===== src/rtl/ifu_iccm_dma_arb.sv =====
// ---------------------------------------------------------------------------
// ifu_iccm_dma_arb
//
// Shares the single ICCM port between the fetch pipe and DMA ICCM accesses.
// DMA normally gets the port only in cycles where fetch says it does not
// need it. If a DMA request goes ungranted for too long, the arbiter forces
// a fetch stall. It allows a bounded number of DMA grants during that stall
// and then holds the stall off for a cool-down window so fetch can progress.
//
// Handshake: dma_iccm_req is held high until the cycle in which
// iccm_dma_gnt is high. That cycle completes one single-beat access.
// iccm_dma_gnt is combinational from the current inputs and never depends
// on the forced-stall state.
//
// Ports:
//   clk                 core clock
//   rst                 synchronous reset, active high
//   dma_iccm_req        DMA single-beat access pending
//   iccm_busy           ICCM array busy, no grant possible
//   ifc_dma_access_ok   fetch is not using the ICCM this cycle
//   dec_tlu_dbg_halted  core halted in debug (DMA may always use the port)
//   iccm_dma_gnt        DMA granted this cycle (combinational)
//   dma_iccm_stall_any  force fetch stall (registered)
//   dma_wait_cycles     perf: saturating count of ungranted request cycles
//   dma_force_events    perf: saturating count of forced-stall episodes
//
// Optional feature macro: RV_ICCM_DMA_ARB_PERF_EN enables the two perf
// counters. When the macro is undefined, both perf outputs are tied to zero.
// ---------------------------------------------------------------------------
module ifu_iccm_dma_arb #(
  parameter int MAX_WAIT  = 8,
  parameter int BURST_MAX = 4,
  parameter int FETCH_MIN = 2,
  parameter int CNT_W     = 4
) (
  input  logic        clk,
  input  logic        rst,
  input  logic        dma_iccm_req,
  input  logic        iccm_busy,
  input  logic        ifc_dma_access_ok,
  input  logic        dec_tlu_dbg_halted,
  output logic        iccm_dma_gnt,
  output logic        dma_iccm_stall_any,
  output logic [15:0] dma_wait_cycles,
  output logic [7:0]  dma_force_events
);

  localparam logic [1:0] IDLE  = 2'b00;
  localparam logic [1:0] WAIT  = 2'b01;
  localparam logic [1:0] FORCE = 2'b10;
  localparam logic [1:0] COOL  = 2'b11;

  localparam logic [CNT_W-1:0] CNT_ONE    = CNT_W'(1);
  localparam logic [CNT_W-1:0] WAIT_LAST  = CNT_W'(MAX_WAIT - 1);
  localparam logic [CNT_W-1:0] BURST_LAST = CNT_W'(BURST_MAX - 1);
  localparam logic [CNT_W-1:0] COOL_INIT  = CNT_W'(FETCH_MIN);

  logic [1:0]       state_q, state_d;
  logic [CNT_W-1:0] wait_cnt_q, wait_cnt_d;
  logic [CNT_W-1:0] burst_cnt_q, burst_cnt_d;
  logic [CNT_W-1:0] cool_cnt_q, cool_cnt_d;
  logic             stall_q, stall_d;
  logic             elig;

  assign elig = dma_iccm_req & ~iccm_busy & (ifc_dma_access_ok | dec_tlu_dbg_halted);

  // State register
  always_ff @(posedge clk) begin
    if (rst) begin
      state_q     <= IDLE;
      wait_cnt_q  <= '0;
      burst_cnt_q <= '0;
      cool_cnt_q  <= '0;
      stall_q     <= 1'b0;
    end else begin
      state_q     <= state_d;
      wait_cnt_q  <= wait_cnt_d;
      burst_cnt_q <= burst_cnt_d;
      cool_cnt_q  <= cool_cnt_d;
      stall_q     <= stall_d;
    end
  end

  // Next-state logic
  always_comb begin
    state_d     = state_q;
    wait_cnt_d  = wait_cnt_q;
    burst_cnt_d = burst_cnt_q;
    cool_cnt_d  = cool_cnt_q;
    case (state_q)
      IDLE: begin
        if (dma_iccm_req & ~iccm_dma_gnt) begin
          state_d    = WAIT;
          wait_cnt_d = CNT_ONE;
        end
      end
      WAIT: begin
        // A grant beats a timeout in the same cycle.
        if (iccm_dma_gnt | ~dma_iccm_req) begin
          state_d    = IDLE;
          wait_cnt_d = '0;
        end else if (dec_tlu_dbg_halted) begin
          wait_cnt_d = wait_cnt_q;
        end else if (wait_cnt_q >= WAIT_LAST) begin
          // '>=' lets MAX_WAIT=1 time out after a single WAIT cycle.
          state_d     = FORCE;
          burst_cnt_d = '0;
        end else begin
          wait_cnt_d = wait_cnt_q + CNT_ONE;
        end
      end
      FORCE: begin
        if (iccm_dma_gnt) begin
          burst_cnt_d = burst_cnt_q + CNT_ONE;
        end
        if ((iccm_dma_gnt & (burst_cnt_q == BURST_LAST)) | ~dma_iccm_req | dec_tlu_dbg_halted) begin
          state_d     = COOL;
          cool_cnt_d  = COOL_INIT;
          wait_cnt_d  = '0;
          burst_cnt_d = '0;
        end
      end
      default: begin // COOL: the wait timer is frozen until the window ends
        if (cool_cnt_q == CNT_ONE) begin
          cool_cnt_d = '0;
          if (dma_iccm_req & ~iccm_dma_gnt) begin
            state_d    = WAIT;
            wait_cnt_d = CNT_ONE;
          end else begin
            state_d = IDLE;
          end
        end else begin
          cool_cnt_d = cool_cnt_q - CNT_ONE;
        end
      end
    endcase
  end

  // Output logic. The stall is high exactly while the FSM sits in FORCE.
  always_comb begin
    iccm_dma_gnt = elig & ~rst;
    stall_d      = (state_d == FORCE);
  end

  assign dma_iccm_stall_any = stall_q;

`ifdef RV_ICCM_DMA_ARB_PERF_EN
  logic [15:0] wait_cycles_q, wait_cycles_d;
  logic [7:0]  force_events_q, force_events_d;

  always_comb begin
    wait_cycles_d  = wait_cycles_q;
    force_events_d = force_events_q;
    if (dma_iccm_req & ~iccm_dma_gnt & (wait_cycles_q != 16'hFFFF)) begin
      wait_cycles_d = wait_cycles_q + 16'd1;
    end
    if ((state_q == WAIT) & (state_d == FORCE) & (force_events_q != 8'hFF)) begin
      force_events_d = force_events_q + 8'd1;
    end
  end

  always_ff @(posedge clk) begin
    if (rst) begin
      wait_cycles_q  <= '0;
      force_events_q <= '0;
    end else begin
      wait_cycles_q  <= wait_cycles_d;
      force_events_q <= force_events_d;
    end
  end

  assign dma_wait_cycles  = wait_cycles_q;
  assign dma_force_events = force_events_q;
`else
  assign dma_wait_cycles  = 16'd0;
  assign dma_force_events = 8'd0;
`endif

endmodule

===== config.mk =====
export PLATFORM = sky130hd
export DESIGN_NAME = ifu_iccm_dma_arb
export DESIGN_NICKNAME = d
export VERILOG_FILES = /design/src/rtl/ifu_iccm_dma_arb.sv
export SDC_FILE = /design/constraint.sdc
export NUM_CORES = 1
export LEC_CHECK = 0
export CAP_MARGIN = 20
export CORE_MARGIN = 4
export CORE_UTILIZATION = 45
export CTS_BUF_LIST = sky130_fd_sc_hd__clkbuf_8
export DETAILED_ROUTE_END_ITERATION = 8
export GPL_TIMING_DRIVEN = 0
export PLACE_DENSITY = 0.85
export SETUP_SLACK_MARGIN = 0.4
export SLEW_MARGIN = 0
export SYNTH_ARGS = -nofsm -noshare
export SYNTH_HDL_FRONTEND = slang
export SYNTH_SLANG_ARGS = --single-unit
export TNS_END_PERCENT = 1

===== constraint.sdc =====
create_clock -name clk -period 2.7 [get_ports clk]
set_input_delay 0.54 -clock clk [delete_from_list [all_inputs] [get_ports clk]]
set_output_delay 0.54 -clock clk [all_outputs]
set_load 0.02 [all_outputs]

* Yosys cells after proc, flatten, opt, wreduce, memory -nomap -nowiden
Index checks and enable logic that the tools add are counted.
Storage, ports and cells: input port bits 6, register bits after elaboration 15, word-level logic and storage cells 66, output and inout bits 26
Operators by class: mux-type cells 24, equal/unequal tests 12, bitwise operators 14, order comparisons 1, reductions and logical operators 7, add/subtract/negate cells 3
Operator list (number):
- 2-to-1 mux 4 bit | 13
- one-hot mux 4 bit (2 select lines) | 2
- 2-to-1 mux 2 bit | 6
- one-hot mux 4 bit (3 select lines) | 1
- != test 3 bit (second input constant) | 3
- adder 4 x 1 -> 4 bit (second input constant) | 2
- != test 2 bit (second input constant) | 4
- one-hot mux 2 bit (3 select lines) | 1
- AND 1 bit | 5
- NOT 1 bit | 5
- AND reduction 5 bit | 1
- equality test 2 bit (second input constant) | 2
- equality test 4 x 1 -> 1 bit (second input constant) | 1
- equality test 4 x 2 -> 1 bit (second input constant) | 1
- greater-or-equal comparator 4 x 3 -> 1 bit (second input constant) | 1
- bitwise OR 1 bit | 4
- AND reduction 4 bit | 1
- nonzero test 4 bit | 1
- subtractor 4 x 1 -> 4 bit (second input constant) | 1
- equality test 2 x 1 -> 1 bit (second input constant) | 1
- zero test 2 bit | 1
- AND reduction 2 bit | 1
- nonzero test 2 bit | 1
- OR reduction 2 bit | 1
- 2-to-1 mux 1 bit | 1

* Depth between registers and ports, before layout
depth after elaboration 10, depth in mapped cells 8

* Least setup slack after synthesis
Ideal clock, no wire load.
kind input to register, start point input ifc_dma_access_ok, end point register burst_cnt_q[1], required time 2.572 ns, path buffers 1, data arrival time 1.640 ns, stages 6, library setup time 0.128 ns, path slack 0.932 ns, path through or2_1 -> buf_6 -> and3_1 -> o22ai_2 -> mux2i_1 -> nor2_1
Between the ends: longest elaborated chain between the ends 8
RTL lines:
- start: declaration | RTL line 40 | input logic ifc_dma_access_ok,
- bitwise OR 1 bit (*) | RTL line 65 | assign elig = dma_iccm_req & ~iccm_busy & (ifc_dma_access_ok | dec_tlu_dbg_halted);
- AND 1 bit (*) | RTL line 65
- AND 1 bit (*) | RTL line 141 | iccm_dma_gnt = elig & ~rst;
- named net iccm_dma_gnt | RTL line 42 | output logic iccm_dma_gnt,
- AND 1 bit | RTL line 116 | if ((iccm_dma_gnt & (burst_cnt_q == BURST_LAST)) | ~dma_iccm_req | dec_tlu_dbg_halted) begin
- bitwise OR 1 bit (2 in a row) | RTL line 116
- != test 3 bit (no source line) / 2-to-1 mux 4 bit (equally long branches)
- AND reduction 5 bit (no source line) / one-hot mux 4 bit (2 select lines) (equally long branches)
- end signal: assignment | RTL line 78 | burst_cnt_q <= burst_cnt_d;
- end: declaration | RTL line 60 | logic [CNT_W-1:0] burst_cnt_q, burst_cnt_d;
Mark *: on every way through the listed nets, which the timed path passes. The rest lies on a longest branch. A chain may end at the register's enable or synchronous reset.

* Worst setup path after layout
start point input ifc_dma_access_ok, end point output iccm_dma_gnt
Between the ends: longest elaborated chain between the ends 3
RTL lines (RTL line):
- bitwise OR 1 bit | 65
- AND 1 bit | 65
- AND 1 bit | 141
- end: declaration | 42
No other way between the ends.

==> results.py <==
metrics = {
    "floorplan": {
        "dieArea_um2": 3560,
        "core_um2": 2500,
        "die_h_um": 59.6,
        "rows": 18,
        "die_w_um": 59.6,
        "io_pins": 32,
        "start_util": 0.480,
    },
    "timing": {
        "rsz0062_at_grt": "false",
        "setup_slack_ns": 0.437,
        "tns_ns": 0,
        "fmax_mhz": 442,
        "finalSetupViolCount": 0,
        "report.final.slew_viol_count": 0,
        "tightest_slew_ns": 0.531,
        "timing.final.crit_share": 0.838,
        "hold_slack_ns": 0.480,
        "finalCriticalPeriod_ns": 2.26,
        "final-hold-violation-count": 0,
        "fin_skew_ns": 0.00145,
        "max_slew_margin": 0.645,
    },
    "logic_synthesis": {
        "yosysMostFrequentCell": "buf_4",
        "yosys_warnings": 0,
        "yosys-top-cells-count": "buf_4, dfxtp_1, nor2_1, ha_1, nor2b_1",
        "synth_edf_count": 0,
        "yosys_most_used_dff": "dfxtp_1",
        "yosysSeqAreaShare": 0.250,
        "synth.distinct_cells": 46,
        "synth-seq-cells": 15,
        "avgSynthCellArea_um2": 8.57,
        "ys_top_cells_by_area": "dfxtp_1, buf_4, ha_1",
        "synthCells": 140,
        "netlist.area_leader.share": 0.250,
        "syn-cell-area_um2": 1200,
        "async_flop_share": 0,
        "synth_top_cell_by_area": "dfxtp_1",
    },
    "worst_setup_path": {
        "critPathMaxStageDelay_ns": 0.45,
        "crit_path_cell_trace": "clkdlybuf4s50_1, or2_1, buf_6, and3_4, buf_4",
        "critical_path.top_delay_family": "buffers and inverters",
        "path_max_fanout": 6,
        "start_kind": "input port",
        "required_ns": 2.16,
        "critPathKind": "in -> out",
        "end_kind": "output port",
        "crit_buf_inv": 3,
        "cp_slowest_cell": "clkdlybuf4s50_1",
        "cp_data_arrival_time_ns": 1.72,
    },
    "cts": {
        "cts.sinks": 15,
        "cts_tree": "yes",
        "hold_buffers": 0,
        "cts.clk_slew.worst_paths_ns": 0.06,
        "clk_latency_ns": 0.25,
        "root_buffer": "clkbuf_8",
        "cts_buffers": 3,
        "cts-htree-levels": 1,
        "cts.path.max_buffers": 2,
    },
    "cells_and_area": {
        "drive_gt1_frac": 0.240,
        "n_antenna_cell": 0,
        "final_util": 0.582,
        "area_delta_synth_final_pct": 21.3,
        "fin_nets": 190,
        "fillers": 231,
    },
    "routing": {
        "dr.pass1.iters": 4,
        "routed_via_density": 5.04,
        "num_vias": 1033,
        "drc": 0,
        "avgRoutedWirePerCell_um": 12.0,
        "routed_wl_um": 2470,
        "drtIter0Drc": 36,
        "ant_nets": 0,
    },
    "placement": {
        "numPortBuffers": 7,
        "hpwl_um": 1930,
        "gp_congestion": 0.866,
        "pre_cts_ws_ns": -0.212,
    },
    "job": {
        "maxCapViolations": 0,
    },
    "min_path": {
        "hold_class": "reg -> reg",
    },
    "power_and_ir_drop": {
        "leakage_nw": 0.672,
        "p_total_mw": 0.580,
        "power_density_nw_per_um2": 398,
        "worst_ir_drop_vdd_v": 0.000265,
    },
    "global_routing": {
        "first_global_vias": 965,
        "grt_max_degree": 11,
        "gr-total-overflow": 0,
        "grt_usage": 0.147,
        "grt_pass1_wl_um": 4000,
        "grt_antenna_before_repair": 0,
    },
    "run_status": {
        "status": "finished clean",
    },
}
==> flip-flops by register name, indices dropped and copies added, names as in the netlist <==
name	cells
burst_cnt_q	4
cool_cnt_q	4
state_q	2
wait_cnt_q	4
dma_iccm_stall_any	1
==> logic make-up (layout without fill, tap and decap cells) <==
group / count (synthesis) / count (layout) / synth area share
simple gates: 45 / 45 / 0.210
compound gates: 37 / 37 / 0.260
buf+inv: 33 / 45 / 0.186
flops: 15 / 15 / 0.250
fa+ha+maj: 8 / 8 / 0.0834
other cells: 1 / 24 / 0.00313
mux: 1 / 1 / 0.00834
==> where the power goes <==
part	switching, mW	internal, mW
Combinational	0.0917	0.0667
Sequential	0.00990	0.231
Clock	0.0795	0.101
==> layer usage <==
metal	vias to the layer above	GRT usage	share of wire
met5	-	0	0
met4	0	0.0759	0.021
met3	5	0.0196	0.051
met2	30	0.268	0.49
met1	480	0.164	0.44
li1	518	-	-
==> worst paths after layout <==
check | to | slack [ns] | start | cells past startpoint
hold reg to reg | burst_cnt_q[3]$_SDFFE_PP0P_ | 0.48 | burst_cnt_q[3]$_SDFFE_PP0P_ | 1
setup / recovery | iccm_dma_gnt | 0.44 | ifc_dma_access_ok | 5
setup reg to reg | wait_cnt_q[2]$_SDFFE_PP0P_ | 0.62 | state_q[0]$_SDFF_PP0_ | 8
hold / removal | burst_cnt_q[3]$_SDFFE_PP0P_ | 0.48 | burst_cnt_q[3]$_SDFFE_PP0P_ | 1
==> what timing repair did <==
action / in CTS / in global routing
resized for setup: 8 / 1
pin swaps: 1 / 0
setup buffers: 1 / 0
endpoints found under the setup margin: 1 / 1
==> cell type report <==
| type | instances | area, µm² | share of cell area |
|---|---|---|---|
| Sequential cell | 15 | 300 | 0.206 |
| Timing Repair Buffer | 8 | 76.3 | 0.0525 |
| Clock inverter | 1 | 3.75 | 0.00258 |
| Buffer | 27 | 200 | 0.138 |
| Inverter | 6 | 22.5 | 0.0155 |
| Tap cell | 30 | 37.5 | 0.0258 |
| Multi-Input combinational cell | 115 | 773 | 0.531 |
| Clock buffer | 3 | 41.3 | 0.0284 |
==> stage by stage <==
stage / std cells / area [µm²]
6_report: 205 / 1460
5_1_grt: 205 / 1460
4_1_cts: 205 / 1450
3_5_place_dp: 200 / 1390
3_3_place_gp: 200 / 1390
2_1_floorplan: 163 / 1290
==> cells in the final DEF, fill, tap and decap left out, types with 3 or more instances in the layout <==
cell	n
a32o_1	3
nor3_1	5
clkbuf_8	3
o21ai_0	4
ha_1	8
o21ai_1	3
nor2_1	10
buf_4	26
a21oi_1	6
clkdlybuf4s50_1	4
a211oi_1	4
conb_1	24
dfxtp_1	15
nand2_1	5
inv_1	7
nor2b_1	8
No activity file was read; power rests on OpenSTA's default activity.
